===== src/rtl/syn_pc_predict.sv =====
// ============================================================================
// Module      : syn_pc_predict
// Description : Fetch PC register with a direct-mapped BTB of 2-bit counters,
//               branch resolution, mispredict redirect/flush and statistics.
// Revision    : 1.0 - initial release
// ============================================================================
`default_nettype none

module syn_pc_predict #(
  parameter int ADDR_BIT = 10,
  parameter int IDX_BIT  = 4,
  parameter int RESET_PC = 0
) (
  input  logic                clk,
  input  logic                rst,
  input  logic                en,
  input  logic                stall,
  output logic [ADDR_BIT-1:0] pc,
  output logic [ADDR_BIT-1:0] pc_4,
  output logic                pred_taken,
  output logic [ADDR_BIT-1:0] pred_target,
  input  logic                res_valid,
  input  logic [ADDR_BIT-1:0] res_pc,
  input  logic                res_taken,
  input  logic [ADDR_BIT-1:0] res_target,
  input  logic                res_pred_taken,
  input  logic [ADDR_BIT-1:0] res_pred_target,
  output logic                flush,
  output logic [31:0]         stat_branches,
  output logic [31:0]         stat_mispredicts
);

  localparam int                c_entries  = 1 << IDX_BIT;
  localparam int                c_tag_bit  = ADDR_BIT - IDX_BIT;
  localparam logic [ADDR_BIT-1:0] c_reset_pc = ADDR_BIT'(RESET_PC);
  localparam logic [ADDR_BIT-1:0] c_one      = ADDR_BIT'(1);

  logic [ADDR_BIT-1:0]  r_pc;
  logic                 r_valid  [c_entries];
  logic [c_tag_bit-1:0] r_tag    [c_entries];
  logic [ADDR_BIT-1:0]  r_target [c_entries];
  logic [1:0]           r_ctr    [c_entries];
  logic [31:0]          r_stat_branches;
  logic [31:0]          r_stat_mispredicts;

  logic [IDX_BIT-1:0]   w_idx;
  logic [c_tag_bit-1:0] w_tag;
  logic                 w_hit;
  logic [ADDR_BIT-1:0]  w_pc_4;
  logic                 w_pred_taken;
  logic [ADDR_BIT-1:0]  w_pred_target;

  logic [IDX_BIT-1:0]   w_res_idx;
  logic [c_tag_bit-1:0] w_res_tag;
  logic                 w_res_hit;
  logic [ADDR_BIT-1:0]  w_res_fall;
  logic                 w_mispredict;
  logic                 w_update;
  logic [1:0]           w_ctr_inc;
  logic [1:0]           w_ctr_dec;
  logic [ADDR_BIT-1:0]  w_redirect_pc;

  // Fetch-side lookup reads pre-edge contents, so a same-cycle update is invisible here.
  assign w_idx         = r_pc[IDX_BIT-1:0];
  assign w_tag         = r_pc[ADDR_BIT-1:IDX_BIT];
  assign w_hit         = r_valid[w_idx] && (r_tag[w_idx] == w_tag);
  assign w_pc_4        = r_pc + c_one;
  assign w_pred_taken  = w_hit && r_ctr[w_idx][1];
  assign w_pred_target = w_pred_taken ? r_target[w_idx] : w_pc_4;

  assign w_res_idx     = res_pc[IDX_BIT-1:0];
  assign w_res_tag     = res_pc[ADDR_BIT-1:IDX_BIT];
  assign w_res_hit     = r_valid[w_res_idx] && (r_tag[w_res_idx] == w_res_tag);
  assign w_res_fall    = res_pc + c_one;
  assign w_mispredict  = res_valid &&
                         ((res_taken != res_pred_taken) ||
                          (res_taken && (res_target != res_pred_target)));
  assign w_update      = en && res_valid;
  assign w_redirect_pc = res_taken ? res_target : w_res_fall;

  always_comb begin
    w_ctr_inc = r_ctr[w_res_idx];
    w_ctr_dec = r_ctr[w_res_idx];
    if (r_ctr[w_res_idx] != 2'b11) w_ctr_inc = r_ctr[w_res_idx] + 2'b01;
    if (r_ctr[w_res_idx] != 2'b00) w_ctr_dec = r_ctr[w_res_idx] - 2'b01;
  end

  // Redirect outranks stall so a squashed path never lingers behind a hazard.
  always_ff @(posedge clk or posedge rst) begin
    if (rst) begin
      r_pc <= c_reset_pc;
    end else if (en) begin
      if (w_mispredict) begin
        r_pc <= w_redirect_pc;
      end else if (!stall) begin
        r_pc <= w_pred_target;
      end
    end
  end

  always_ff @(posedge clk or posedge rst) begin
    if (rst) begin
      for (int i = 0; i < c_entries; i++) begin
        r_valid[i]  <= 1'b0;
        r_tag[i]    <= '0;
        r_target[i] <= '0;
        r_ctr[i]    <= 2'b00;
      end
    end else if (w_update) begin
      if (w_res_hit) begin
        if (res_taken) begin
          r_ctr[w_res_idx]    <= w_ctr_inc;
          r_target[w_res_idx] <= res_target;
        end else begin
          r_ctr[w_res_idx]    <= w_ctr_dec;
        end
      end else if (res_taken) begin
        // Miss on a taken branch evicts whatever aliased into this slot.
        r_valid[w_res_idx]  <= 1'b1;
        r_tag[w_res_idx]    <= w_res_tag;
        r_target[w_res_idx] <= res_target;
        r_ctr[w_res_idx]    <= 2'b10;
      end
    end
  end

  always_ff @(posedge clk or posedge rst) begin
    if (rst) begin
      r_stat_branches    <= '0;
      r_stat_mispredicts <= '0;
    end else if (w_update) begin
      r_stat_branches <= r_stat_branches + 32'd1;
      if (w_mispredict) r_stat_mispredicts <= r_stat_mispredicts + 32'd1;
    end
  end

  assign pc               = r_pc;
  assign pc_4             = w_pc_4;
  assign pred_taken       = w_pred_taken;
  assign pred_target      = w_pred_target;
  assign flush            = w_mispredict && en;
  assign stat_branches    = r_stat_branches;
  assign stat_mispredicts = r_stat_mispredicts;

endmodule

`default_nettype wire


===== config.mk =====
export PLATFORM = sky130hd
export DESIGN_NAME = syn_pc_predict
export DESIGN_NICKNAME = d
export VERILOG_FILES = /design/src/rtl/syn_pc_predict.sv
export SDC_FILE = /design/constraint.sdc
export NUM_CORES = 1
export LEC_CHECK = 0
export BUFFER_PORTS_ARGS = -buffer_cell sky130_fd_sc_hd__buf_4
export CORE_ASPECT_RATIO = 0.6
export CORE_MARGIN = 2
export CORE_UTILIZATION = 55
export DETAILED_ROUTE_END_ITERATION = 7
export GPL_TIMING_DRIVEN = 1
export PLACE_DENSITY = 0.85
export SYNTH_ARGS = -nofsm -noshare
export SYNTH_HDL_FRONTEND = slang
export SYNTH_SLANG_ARGS = --single-unit

===== constraint.sdc =====
create_clock -name clk -period 16.4 [get_ports clk]
set_input_delay 3.28 -clock clk [delete_from_list [all_inputs] [get_ports clk]]
set_output_delay 3.28 -clock clk [all_outputs]
set_load 0.05 [all_outputs]

==> reports/qor.yml, run 1 <==
path_max_fanout: 18
post_cts_buffers: 0
grt_pass1_wl_mm: 79.8
cp.arrival_ns: 4.94
mappedNetlistNets: 1465
end_kind: "output port"
synth_cell_types: 56
whs_path_depth: 1
dominantRegCellSynth: "dfrtp_1"
numCtsBuffers: 36
rows: 52
relSlewSlack_pct: 17.0
start_util_pct: 56.0
wl_mm: 50.7
gp_congestion: 0.919
yosys_warnings: 0
clk_path_buf_depth: 3
clk_latency_ns: 0.54
maxCapViolations: 0
hold_class: "flop to flop"
p_leak_nw: 9.91
fin_crit_ns: 8.22
peakVddDrop_uv: 111
maxSlewViolCount: 0
wire_per_inst_um: 25.4
finalHoldViolCount: 0
crit_path_top_delay_cell: "nor4_1"
antenna_found_initial: 3
track_usage_pct: 28.8
crit_family: "buffers and inverters"
dp.cells: 1932
tightestPinTransition_ns: 1.24
io_pins: 133
crit_type: "primary input to output port"
r2r_cells: 9
coreArea_um2: 33800
layout.nets: 1555
place_hpwl_mm: 33.6
register_area_um2: 9470
fillers: 2374
vias: 13000
final-setup-viol-count: 0
drt_iter0_markers: 1671
cp.depth: 8
path_common_cell: "buf_4"
async_flop_share_pct: 100
grt_overflow: 0
outcome: "finished, final reports clean"
cts_num_sinks: 378
path_cells: "buf_4 > xor2_1 > nor4_1 > nand3_1 > nand3_1 > buf_4 > inv_1 > buf_4"
netlist_instances: 1421
skew_ns: 0.0251
grt_pass1_vias: 13500
portBuffers: 132
layout.cells.non_filler: 2000
die_area_um2: 36000
synth_edf_count: 0
seq_area_frac_synth_pct: 49.9
fp.dieH_um: 148
r2r_slack_ns: 11.89
crit_path_max_incr_delay_ns: 0.32
avgSynthCellArea_um2: 13.3
rsz0062_at_grt: "no"
cts-root-buf: "clkbuf_16"
fin_crit_sh_pct: 50.1
drc: 0
grt_max_degree: 170
p_per_area_nw_per_um2: 128
cp_num_buf_inv: 4
htree_levels: 2
clk_pin_slew_worst_paths_ns: 0.07
required_ns: 13.12
ant_nets: 0
start_kind: "primary input"
firstDrtPassIters: 5
vias_per_cell: 6.49
layout-drive-gt1-share_pct: 40.2
tns_ns: 0
max_freq_ghz: 0.122
syn_to_final_growth_pct: 13.6
die_w_um: 244
hold_buffers: 0
synth_area_um2: 18900
post_cts_resized: 0
multi_input_area_um2: 8960
ys_seq_elements: 378
cts_tree: "built"
-- worst register-to-register path, stage by stage (launching register included) --
cell,delay [ns]
dfrtp_4,0.70
buf_4,0.80
mux4_2,0.62
mux2i_1,0.22
mux2i_1,0.15
xor2_1,0.15
or4_1,0.42
a211o_1,0.54
mux2_2,0.44
a221o_1,0.34
-- path summary, 6_finish.rpt --
check	from	end
hold / removal	stat_branches[31]	stat_branches[31]
setup reg to reg	pc[1]	pc[9]
max in group asynchronous	rst	r_target[39]
min in group asynchronous	rst	stat_mispredicts[18]
hold reg to reg	stat_branches[31]	stat_branches[31]
setup / recovery	res_target[1]	flush
-- cell usage after synthesis, drive strengths merged (7+ instances only) --
cell	n	area share (%)
xor2	29	1.3
or2	18	0.59
nor3	19	0.71
dfrtp	378	50
mux2	266	16
ha	7	0.46
mux4	105	13
and3	8	0.26
mux2i	38	2.0
clkbuf	65	1.3
nand2	75	1.5
a21oi	20	0.53
o22ai	10	0.33
inv	32	0.63
nand4	19	0.63
nand3	52	1.4
o21ai	28	0.74
xnor2	74	3.4
buf	32	0.94
and2	9	0.30
o22a	17	0.79
nor2	54	1.1
-- through the flow --
stage | area [um^2] | utilization, % | hold WS, ns | worst slack [ns] | power [W]
3_3_place_gp | 20300 | 59.9 | 0.460 | 8.25 | 0.00184
2_1_floorplan | 18900 | - | 0.448 | 2.62 | 0.00167
3_5_place_dp | 20300 | 59.9 | 0.465 | 8.23 | 0.00187
5_1_grt | 21500 | 63.6 | 0.496 | 8.08 | 0.00285
6_report | 21500 | 63.6 | 0.476 | 8.18 | 0.00276
4_1_cts | 21500 | 63.6 | 0.478 | 8.22 | 0.00275
-- flip-flops by register name (all words and copies together) (netlist names) --
signal / flops
r_valid: 16
stat_mispredicts: 32
stat_branches: 32
r_ctr: 32
r_tag: 96
r_target: 160
pc: 10
-- area by class of cell --
type                            instances  share of cell area, %
Antenna cell                            3                 0.0349
Multi-Input combinational cell        913                   41.6
Inverter                               33                  0.610
Clock buffer                           48                   4.87
Timing Repair Buffer                  149                   5.26
Sequential cell                       378                   44.0
Tap cell                              459                   2.67
Clock inverter                         17                  0.942
-- cell usage in the layout, fill, tap and decap left out, types with 4 or more instances in the layout --
cell / synthesis / final
o22a_1: 17 / 17
a221o_1: 5 / 5
bufinv_16: 0 / 4
nor2_1: 48 / 46
or2_2: 18 / 18
nand4_1: 19 / 19
nor3_2: 8 / 8
and4_1: 4 / 4
nor2b_1: 4 / 4
nor3_1: 11 / 11
clkbuf_1: 64 / 4
mux4_2: 102 / 102
a22oi_1: 6 / 6
mux2_2: 262 / 262
mux2_4: 4 / 4
or3_1: 4 / 4
o21ai_0: 26 / 26
clkbuf_8: 0 / 6
ha_1: 7 / 7
nor4_1: 6 / 6
o21a_1: 4 / 4
mux2i_1: 38 / 38
o22ai_1: 10 / 10
nand2_1: 74 / 74
and3_1: 8 / 8
xnor2_1: 74 / 74
clkbuf_16: 0 / 38
xor2_1: 29 / 29
dfrtp_1: 378 / 375
o211ai_1: 6 / 6
clkinv_2: 0 / 10
and2_1: 8 / 8
a21oi_1: 20 / 20
nor2_2: 6 / 8
inv_1: 32 / 31
nand3_1: 52 / 52
buf_4: 6 / 148
-- routing by layer --
layer | up-vias | track usage [%] | part of all wire [%] | wire length (um)
met2 | 767 | 42.6 | 45 | 22600
met3 | 151 | 8.06 | 11 | 5570
li1 | 5397 | - | - | -
met1 | 6673 | 40.7 | 41 | 20700
met4 | 0 | 11.7 | 3.7 | 1900
met5 | - | 0 | 0 | 0
-- power by group --
group	internal, W	leakage (nW)	switching, W
sequential	0.00105	4.98	0.000124
clock	0.000516	0.623	0.000370
combinational	0.000312	4.31	0.000381
total	0.00188	9.91	0.000875
-- cell families (layout without fill, tap and decap cells) --
kind of cell,Yosys count,in the layout,synth area share (%)
AO/OA/AOI/OAI,115,115,4.09
XOR/XNOR,103,103,4.76
adder cells (fa/ha/maj),8,8,0.515
buffers and inverters,130,247,2.89
flip-flops,378,378,49.9
multiplexers,409,409,30.4
other,0,3,0
AND/OR/NAND/NOR,278,278,7.39
(Power assumes the default switching activity.)
==> run 2, diff against run 1 <==
==> constraint.sdc (replaced) <==
create_clock -name clk -period 8 [get_ports clk]
set_input_delay 1.6 -clock clk [delete_from_list [all_inputs] [get_ports clk]]
set_output_delay 1.6 -clock clk [all_outputs]
set_load 0.05 [all_outputs]
==> reports/qor.yml, run 2 (same netlist as run 1, synthesis figures left out) <==
post_cts_buffers: 0  # unchanged
coreArea_um2: 33800  # unchanged
cp_num_buf_inv: 3  # -1
hold_class: "flop to flop"
clk_path_buf_depth: 3  # unchanged
fp.dieH_um: 148  # unchanged
cts-root-buf: "clkbuf_16"
ant_nets: 0  # unchanged
largest_reg_flops: 160  # unchanged
start_util_pct: 56.0  # unchanged
outcome: "finished, final reports clean"
post-place-ws_ns: 2.39  # -5.84 ns
hold-path-endpoint: "stat_mispredicts[31]"
p_leak_nw: 9.87  # -0.35%
tightestPinTransition_ns: 1.37  # +0.136 ns
track_usage_pct: 28.6  # -0.19 points
grt_max_degree: 105  # -38%
cp.arrival_ns: 4.56  # -0.38 ns
grt_overflow: 0  # unchanged
maxSlewViolCount: 0  # unchanged
clk_pin_slew_worst_paths_ns: 0.07  # about the same
vias_per_cell: 6.54  # +0.67%
relSlewSlack_pct: 8.13  # -8.8 points
htree_levels: 2  # unchanged
r2r_cells: 9  # unchanged
portBuffers: 132  # unchanged
maxCapViolations: 0  # unchanged
path_max_fanout: 37  # +19
finalHoldViolCount: 0  # unchanged
vias: 13100  # +0.62%
max_freq_ghz: 0.162
layout-drive-gt1-share_pct: 39.9  # -0.26 points
p_per_area_nw_per_um2: 258  # +100%
crit_family: "buffers and inverters"
rsz0062_at_grt: "no"
cts_num_sinks: 378  # unchanged
peakVddDrop_uv: 251  # +130%
fin_crit_ns: 6.16
r2r_slack_ns: 3.67  # -8.22 ns
path_common_cell: "buf_4"
grt_pass1_vias: 13200  # -2.4%
top_regs: "r_target x160, r_tag x96"
numCtsBuffers: 35  # -2.8%
die_area_um2: 36000  # unchanged
final_cell_mix: "dfrtp_1, mux2_2, buf_4"
syn_to_final_growth_pct: 13.2
required_ns: 6.40  # -6.72 ns
timing.rr.end: "pc[5]"
layout_commonest_cell: "dfrtp_1"
path_cells: "buf_4 > clkinv_1 > mux2i_1 > nand3_1 > o311ai_0 > or4_1 > a211o_1 > mux2_4 > buf_4"
hold_buffers: 0  # unchanged
skew_ns: 0.0246  # -0.000505 ns
top_register: "r_target"
drt_iter0_markers: 1583  # -5.3%
r2r-start: "pc[0]"
layout_setup_ws_ns: 1.84  # -6.34 ns
place_hpwl_mm: 34.9  # +4.0%
wl_mm: 50.9  # +0.25%
fin_crit_sh_pct: 77.0
io_pins: 133  # unchanged
fillers: 2465  # +3.8%
layout.nets: 1558  # +0.19%
clk_latency_ns: 0.54  # about the same
grt_pass1_wl_mm: 79.4  # -0.53%
min_from: "stat_mispredicts[31]"
gp_congestion: 0.958  # +4.2%
firstDrtPassIters: 6  # +1
post_cts_resized: 0  # unchanged
final_core_util_pct: 63.4  # -0.22 points
crit_path_max_incr_delay_ns: 0.75  # +0.43 ns
die_w_um: 244  # unchanged
final-setup-viol-count: 0  # unchanged
crit_type: "flop to output port"
whs_path_depth: 1  # unchanged
end_kind: "output port"
rows: 52  # unchanged
start_kind: "flop"
antenna_found_initial: 2  # -1
crit_path_top_delay_cell: "dfrtp_4"
drc: 0  # unchanged
tns_ns: 0  # unchanged
wire_per_inst_um: 25.4  # +0.30%
cts_tree: "built"
-- run 2: cell count changes in the layout (fill, tap and decap cells not counted), moves of 2 or more --
cell | previous run | this run
clkinv_2 | 10 | 5
clkbuf_8 | 6 | 10
buf_4 | 148 | 152
bufinv_16 | 4 | 1
clkbuf_1 | 4 | 6
nor2_1 | 46 | 48
nor2_2 | 8 | 6
-- run 2: layout make-up --
class	count	area, um^2	share of cell area (%)
antenna	2	5.00	0.0233
clock buffer	53	1090	5.06
clock inverter	8	71.3	0.333
inverter	33	128	0.595
multi-input combinational	913	8950	41.8
sequential	378	9470	44.1
tap	459	574	2.68
timing repair buffer	153	1160	5.41
-- run 2: worst max-delay path by stage --
stage / start / endpoint / slack (ns) / cells past startpoint
after floorplan: rst / pc[0] / 1.32 / 1
after global placement: pc[0] / pred_target[0] / 2.51 / 9
after detailed placement: pc[0] / pred_target[0] / 2.39 / 9
after CTS: pc[0] / pred_target[0] / 1.80 / 9
after global routing: pc[0] / pred_target[0] / 1.59 / 9
final: pc[0] / pred_target[0] / 1.84 / 9
-- run 2: metrics by stage --
step | power [W] | hold slack [ns] | cell area [um^2] | std cells
final | 0.00554 | 0.494 | 21400 | 1999
after CTS | 0.00555 | 0.497 | 21400 | 1997
after global routing | 0.00575 | 0.509 | 21400 | 1999
after global placement | 0.00379 | 0.462 | 20300 | 1936
after floorplan | 0.00343 | 0.448 | 19000 | 1421
after detailed placement | 0.00385 | 0.486 | 20300 | 1936
-- run 2: layer usage --
layer / wire (um) / up-vias / track usage [%]
li1: - / 5381 / -
met1: 21000 / 6752 / 41.9
met2: 22700 / 814 / 42.6
met3: 5700 / 121 / 7.61
met4: 1430 / 0 / 8.14
met5: 0 / - / 0
-- run 2: where the power goes --
part           total, W  switching [W]  internal (W)  leakage [nW]
sequential      0.00243       0.000271       0.00216          4.98
clock           0.00170       0.000725      0.000971         0.573
combinational   0.00141       0.000770      0.000644          4.32
total           0.00554        0.00177       0.00378          9.87
